$ cat config.mk
export PLATFORM = sky130hd
export DESIGN_NAME = bcd_cascade_counter
export DESIGN_NICKNAME = d
export VERILOG_FILES = /design/src/rtl/bcd_cascade_counter.sv
export SDC_FILE = /design/constraint.sdc
export NUM_CORES = 1
export LEC_CHECK = 0
export BUFFER_PORTS_ARGS = -buffer_cell sky130_fd_sc_hd__buf_2
export CORE_MARGIN = 2
export CORE_UTILIZATION = 40
export CTS_BUF_LIST = sky130_fd_sc_hd__clkbuf_2 sky130_fd_sc_hd__clkbuf_4 sky130_fd_sc_hd__clkbuf_8
export CTS_CLUSTER_DIAMETER = 100
export DETAILED_ROUTE_END_ITERATION = 8
export PLACE_DENSITY_LB_ADDON = 0.08
export SLEW_MARGIN = 5
export SYNTH_ARGS = -nofsm -noshare
export SYNTH_HDL_FRONTEND = slang
export SYNTH_SLANG_ARGS = --single-unit
$ cat constraint.sdc
create_clock -name clk -period 1.6 [get_ports clk]
set_input_delay 0.16 -clock clk [delete_from_list [all_inputs] [get_ports clk]]
set_output_delay 0.16 -clock clk [all_outputs]
set_load 0.02 [all_outputs]
$ cat src/rtl/bcd_cascade_counter.sv
// bcd_cascade_counter
// Extends the upstream mod-10 units counter into DIGITS higher BCD decades.
// Each units wrap tick advances the decade count by one. The block adds an
// optional saturate-at-all-nines mode, an edge-type compare pulse against a
// programmable BCD value, and a valid/ready snapshot port that captures
// {count, units} atomically for the register-read side.
module bcd_cascade_counter #(
  parameter int DIGITS = 3,
  parameter bit SAT    = 1'b0
) (
  input  logic                  clk,
  input  logic                  rstn,
  input  logic                  tick_in,
  input  logic [3:0]            units_bcd,
  input  logic                  clr,
  input  logic                  hold,
  input  logic [4*DIGITS-1:0]   cmp_val,
  output logic [4*DIGITS-1:0]   bcd_out,
  output logic                  ovf,
  output logic                  cmp_hit,
  input  logic                  snap_req,
  output logic                  snap_valid,
  input  logic                  snap_ready,
  output logic [4*DIGITS+3:0]   snap_data
);

  localparam int CW = 4 * DIGITS;

  typedef enum logic {
    IDLE    = 1'b0,
    HOLDING = 1'b1
  } snap_state_t;

  // Single BCD digit increment. Anything at or above 9 folds back to 0 so a
  // digit can never escape the 0..9 range.
  function automatic logic [3:0] digit_inc(input logic [3:0] d);
    return (d >= 4'd9) ? 4'd0 : d + 4'd1;
  endfunction

  // Ripple a +1 through the decades digit by digit. A digit only moves when
  // every lower digit was 9; there is no binary adder spanning digits.
  function automatic logic [CW-1:0] bcd_inc(input logic [CW-1:0] v);
    logic [CW-1:0] r;
    logic          carry;
    r     = v;
    carry = 1'b1;
    for (int i = 0; i < DIGITS; i++) begin
      if (carry) begin
        r[4*i +: 4] = digit_inc(v[4*i +: 4]);
        carry       = (v[4*i +: 4] == 4'd9);
      end
    end
    return r;
  endfunction

  // True when every decade reads 9, i.e. the next tick overflows.
  function automatic logic all_nines(input logic [CW-1:0] v);
    logic r;
    r = 1'b1;
    for (int i = 0; i < DIGITS; i++) begin
      r = r & (v[4*i +: 4] == 4'd9);
    end
    return r;
  endfunction

  // True when every nibble is a legal BCD digit. An illegal compare value
  // must never produce a hit.
  function automatic logic bcd_valid(input logic [CW-1:0] v);
    logic r;
    r = 1'b1;
    for (int i = 0; i < DIGITS; i++) begin
      r = r & (v[4*i +: 4] <= 4'd9);
    end
    return r;
  endfunction

  // ---- stage p0: qualify the tick and form the next count ----
  logic          count_tick_p0;
  logic          at_max_p0;
  logic [CW-1:0] cnt_next_p0;
  logic          ovf_next_p0;
  logic          upd_next_p0;
  logic          sat_next_p0;

  logic          sat_flag;
  logic          tick_upd_p1;

  assign count_tick_p0 = tick_in & ~hold & ~clr;
  assign at_max_p0     = all_nines(bcd_out);

  // Next-count selection: clr dominates, then a qualified tick either
  // increments/wraps or, in saturate mode, sticks at all-nines.
  always_comb begin
    cnt_next_p0 = bcd_out;
    ovf_next_p0 = 1'b0;
    upd_next_p0 = 1'b0;
    sat_next_p0 = sat_flag;
    if (clr) begin
      cnt_next_p0 = '0;
      sat_next_p0 = 1'b0;
    end else if (count_tick_p0) begin
      if (at_max_p0 && SAT) begin
        // Only the first saturating tick reports overflow.
        ovf_next_p0 = ~sat_flag;
        sat_next_p0 = 1'b1;
      end else begin
        cnt_next_p0 = bcd_inc(bcd_out);
        ovf_next_p0 = at_max_p0;
        upd_next_p0 = 1'b1;
      end
    end
  end

  // ---- stage p1: registered count, overflow pulse, saturation state ----
  // Count register plus the flags that travel with each count update.
  always_ff @(posedge clk or negedge rstn) begin
    if (!rstn) begin
      bcd_out     <= '0;
      ovf         <= 1'b0;
      sat_flag    <= 1'b0;
      tick_upd_p1 <= 1'b0;
    end else begin
      bcd_out     <= cnt_next_p0;
      ovf         <= ovf_next_p0;
      sat_flag    <= sat_next_p0;
      tick_upd_p1 <= upd_next_p0;
    end
  end

  // ---- stage p2: compare pulse ----
  // Fires only in the cycle after a tick moved the count onto cmp_val, so a
  // count that merely stays equal (hold, saturation, clr to 0) is silent.
  always_ff @(posedge clk or negedge rstn) begin
    if (!rstn) begin
      cmp_hit <= 1'b0;
    end else begin
      cmp_hit <= tick_upd_p1 & bcd_valid(cmp_val) & (bcd_out == cmp_val);
    end
  end

  // ---- snapshot handshake ----
  snap_state_t state;
  snap_state_t state_next;
  logic        capture;

  // Snapshot FSM state register.
  always_ff @(posedge clk or negedge rstn) begin
    if (!rstn) begin
      state <= IDLE;
    end else begin
      state <= state_next;
    end
  end

  // Snapshot FSM transitions: requests are only honoured in IDLE and
  // ready is only meaningful while a snapshot is being offered.
  always_comb begin
    state_next = state;
    capture    = 1'b0;
    case (state)
      IDLE: begin
        if (snap_req) begin
          capture    = 1'b1;
          state_next = HOLDING;
        end
      end
      HOLDING: begin
        if (snap_ready) begin
          state_next = IDLE;
        end
      end
      default: state_next = IDLE;
    endcase
  end

  assign snap_valid = (state == HOLDING);

  // Snapshot register: count and units captured in the same edge so the
  // pair is always coherent; untouched until the next accepted request.
  always_ff @(posedge clk or negedge rstn) begin
    if (!rstn) begin
      snap_data <= '0;
    end else if (capture) begin
      snap_data <= {bcd_out, units_bcd};
    end
  end

  // Every decade of the count stays a legal BCD digit.
  a_digits_legal: assert property (@(posedge clk) disable iff (!rstn)
    bcd_valid(bcd_out));

  // An offered snapshot does not change until it is taken.
  a_snap_stable: assert property (@(posedge clk) disable iff (!rstn)
    (snap_valid && !snap_ready) |=> $stable(snap_data));

endmodule

After elaboration in Yosys (flattened, before gate mapping):

Index checks and enable logic that the tools add are counted.

* input port bits: 23
* output and inout bits: 31
* flip-flop bits (word level): 32
* word-level logic and storage cells: 57

* bitwise logic cells: 11
* reduce and logical (&&, ||, !) cells: 5
* add/subtract/negate cells: 3
* equality and inequality tests: 4
* order comparisons: 6
* mux-type cells: 20

Operator list (count)
* $mux 12: 2
* $mux 4: 5
* $add 4x1->4 const B: 3
* $eq 12x12->1: 1
* $eq 4x4->1 const B: 3
* $ge 4x4->1 const B: 3
* $le 4x4->1 const B: 3
* $mux 1: 12
* $and 1x1->1: 8
* $reduce_bool 2->1: 3
* $reduce_and 2->1: 2
* $not 1->1: 3
* $pmux 1 s2: 1

Depth between registers and ports, before layout:

* depth after elaboration: 11
* gate-level depth with buffers: 6
* mapped depth without buffers: 6

Least setup slack after synthesis:

OpenSTA, ideal clock, no wires.

* kind: register to register
* from: register bcd_out[5]
* to: register bcd_out[4]
* buffers on the path: 0
* setup time: 0.064 ns
* period minus slack after synthesis: 1.821 ns
* data arrival time: 1.757 ns
* setup slack: -0.221 ns
* data required time: 1.536 ns
* stages on the path, launching flop included: 7
* cell sequence: dfrtp_1 > inv_1 > ha_1 > or3b_2 > a21oi_1 > and2_1 > mux2_2

* word-level cells in the longest chain between the ends: 5

Ends and longest elaborated chain
* from (decl): line 18 `output logic [4*DIGITS-1:0] bcd_out,`
* from (signal assigned): line 123 `bcd_out <= cnt_next_p0;`
* $ge 4x4->1: line 37 `return (d >= 4'd9) ? 4'd0 : d + 4'd1;`
* $mux 4: line 37
* $mux 4: line 48 `if (carry) begin`
* $mux 12: line 101 `end else if (count_tick_p0) begin`
* $mux 12: line 98 `if (clr) begin`

Every way passes these cells. The select of a mux whose other input is x is not followed.
A chain may end at the register's enable or synchronous reset.

Worst setup path in the final report:

* from: register bcd_out[4]
* to: register bcd_out[4]

* word-level cells in the longest chain between the ends: 5
* elaborated cells between the ends (all ways): 6
* classes of those cells: 1 x add/sub; 1 x order compare; 4 x mux

Ends and longest elaborated chain (line)
* $add 4x1->4 or $ge 4x4->1 (tied branches): 37
* $mux 4 (*): 37
* $mux 4 (*): 48
* $mux 12 (*): 101
* $mux 12 (*): 98

Mark *: on every way between the ends. The rest lies on a longest branch, timed or not. The select of a mux whose other input is x is not followed.

==> summary.md <==
| Metric | Value |
|---|---|
| VDD IR max | 0.522 mV |
| Clk buf depth | 2 |
| Dpl ws | 34.5 ps |
| Cell Count, Final, Fillers Out | 283 |
| Final slew viol count | 0 |
| Clock-pin slew on the worst setup and hold paths | 60 ps |
| RSZ-0062 raised after global routing | true |
| Area occupied by multi-input gates | 805 sq um |
| Synth area leaders | dfrtp_1 (49%), ha_1 (6.9%), mux2_2 (5.5%), o21ai_0 (4.9%), nand2_1 (4.6%) |
| Share of cells above drive strength 1 | 0.421 |
| Setup TNS | 0 ps |
| Vias in the first global route | 1379 |
| Warnings, synthesis | 0 |
| Final Core Density | 0.552 |
| Final-report hold violation count | 0 |
| WP data arrival | 1800 ps |
| Cts bufs inserted | 5 |
| Synth cell types | 34 |
| # setup viols final | 0 |
| Sequential power share | 0.494 |
| Syn nets | 196 |
| 1st-iter DRT viols | 55 |
| Hold Crit Class | primary input to flip-flop |
| Combinational power share | 0.141 |
| DP HPWL | 3040 um |
| Max_slew headroom | 0.524 |
| Most instantiated library cell after synthesis | dfrtp_1 |
| Crit end category | flip-flop |
| Nets | 264 |
| Clock Latency Late Sink | 280 ps |
| Ant. Diodes | 0 |
| Post-Syn Instances | 164 |
| Setup Skew | 4.82 ps |
| CORE AREA | 3970 sq um |
| Tmin final | 1580 ps |
| Setup slack after layout | 18.2 ps |
| Async S/R FF share, synth | 1.00 |
| Peak fanout along the critical path | 4 |
| IO Count | 54 |
| Initial core utilization | 0.410 |
| Initial antenna violation count | 0 |
| Status | completed |
| Number of vias per cell | 5.08 |
| Synth top cells by count | dfrtp_1 (32), nand2_1 (20), o21ai_0 (16) |
| H-tree depth | 2 |
| CP Launch Type | flip-flop |
| Drt pass-1 iters | 4 |
| Hold slack | 87.5 ps |
| First-pass GRT wire length | 6330 um |
| Remaining global-route overflow | 0 |
| Final worst-path cycle share | 0.989 |
| Worst-Margin Slew | 714 ps |
| Fillers | 372 |
| All-Layer GR Usage | 0.191 |
| DR vias | 1438 |
| Power Density | 799 nW/um^2 |
| Post-Route WL | 4100 um |
| Synth Cell Area | 1630 sq um |
| Die Area | 4600 sq um |
| Die W | 67.8 um |
| Int Pwr | 1.29 mW |
| Sw power | 0.464 mW |
| # port buffers | 53 |
| Reg2reg path depth | 6 |
| Remaining DRCs | 0 |
| Biggest area consumer among synthesized cells | dfrtp_1 |
| CTS Root Cell | clkbuf_8 |
| Hold path cells | 2 |
| Ys flop type | dfrtp_1 |
| Area grow syn2layout | 34.5% |
| Max Fclk | 632 MHz |
| CP required | 1820 ps |
| Post-synth EDFFs | 0 |
| LEAKAGE | 1.08 nW |
| Area fraction of the dominant cell type after synthesis | 0.492 |
| # rows | 23 |
| Dpl cells | 272 |
| Crit path kind | flip-flop to flip-flop |
| WL/cell | 14.5 um |
| Maxcap violations | 0 |
| Largest net degree at the start of global routing | 33 |
| Die span in y | 67.8 um |
| Clk sink count | 32 |
| CTS tree | done |
| Reg area | 806 sq um |
| Synth Area per Inst | 9.93 sq um |
| Sequential cell area fraction in the yosys report | 0.492 |
| GPL Wtd Cong | 0.856 |
| Seq cells post-synth | 32 |
| Antenna viol nets, final | 0 |
| Part of the power in the clock network | 0.365 |
| Sw Share | 0.265 |
==> timing repair <==
item | CTS | global route
hold buffers | 1 | 0
hold endpoints to repair | 32 | 0
gates resized for setup | 0 | 5
buffers inserted | 0 | 2
endpoints found under the setup margin | 0 | 5
==> routing by layer <==
metal / share of wire / GRT usage / wire [um]
met5: 0 / 0 / 0
met4: 0.015 / 0.0825 / 60
met3: 0.044 / 0.0526 / 180
met2: 0.49 / 0.306 / 2020
met1: 0.45 / 0.241 / 1840
==> through the flow <==
| stage | instance area, sq um | total power, mW |
|---|---|---|
| after CTS | 2150 | 1.77 |
| after detailed placement | 2050 | 1.13 |
| final | 2190 | 1.75 |
| after global placement | 2050 | 1.12 |
| after floorplan | 1670 | 1.02 |
| after global routing | 2190 | 1.85 |
==> critical path: stages (launching register included) <==
cell     delay [ps]
dfrtp_2         450
inv_2           100
ha_1            140
or3b_4          380
a21oi_4         150
and2_4          160
mux2_2          140
==> final timing paths <==
check / startpoint / end / slack, ps
max in group asynchronous: rstn / bcd_out[5] / 630
min in group asynchronous: rstn / snap_data[2] / 460
min: snap_ready / snap_valid / 90
max reg2reg: bcd_out[4] / bcd_out[4] / 20
max: bcd_out[4] / bcd_out[4] / 20
min reg2reg: snap_data[13] / snap_data[13] / 490
==> sequential cells by signal, summed over array words and instances (netlist names) <==
register	cells
snap_valid	1
ovf	1
bcd_out	12
cmp_hit	1
snap_data	16
tick_upd_p1	1
==> logic make-up after synthesis <==
logic type,after synthesis,synth area share
flip-flops,32,0.492
AND/OR/NAND/NOR,53,0.171
buffers and inverters,20,0.0484
adder cells (fa/ha/maj),9,0.0691
XOR/XNOR,8,0.0430
multiplexers,8,0.0553
AO/OA/AOI/OAI,34,0.121
==> power by group through the flow <==
| stage | Sequential, mW | Clock [mW] | Combinational (mW) |
|---|---|---|---|
| 2_1_floorplan | 0.924 | 0 | 0.0915 |
| 3_3_place_gp | 0.877 | 0 | 0.242 |
| 3_5_place_dp | 0.879 | 0 | 0.247 |
| 4_1_cts | 0.864 | 0.659 | 0.249 |
| 5_1_grt | 0.867 | 0.709 | 0.272 |
| 6_report | 0.864 | 0.638 | 0.247 |
==> cell type report <==
| type | instances | area share |
|---|---|---|
| tap | 50 | 0.0286 |
| multi-input combinational | 112 | 0.367 |
| inverter | 14 | 0.0240 |
| clock buffer | 6 | 0.0377 |
| sequential | 32 | 0.368 |
| clock inverter | 2 | 0.00457 |
| timing repair buffer | 67 | 0.170 |
==> cell usage in the layout, fill, tap and decap left out, types with 7 or more instances in the layout <==
master / count
dfrtp_1: 28
buf_2: 53
inv_1: 11
nand2_1: 20
mux2_2: 8
o21ai_0: 15
a21oi_1: 7
ha_1: 7
xnor2_1: 7
buf_4: 13
Power figures use the tool's default switching activity.
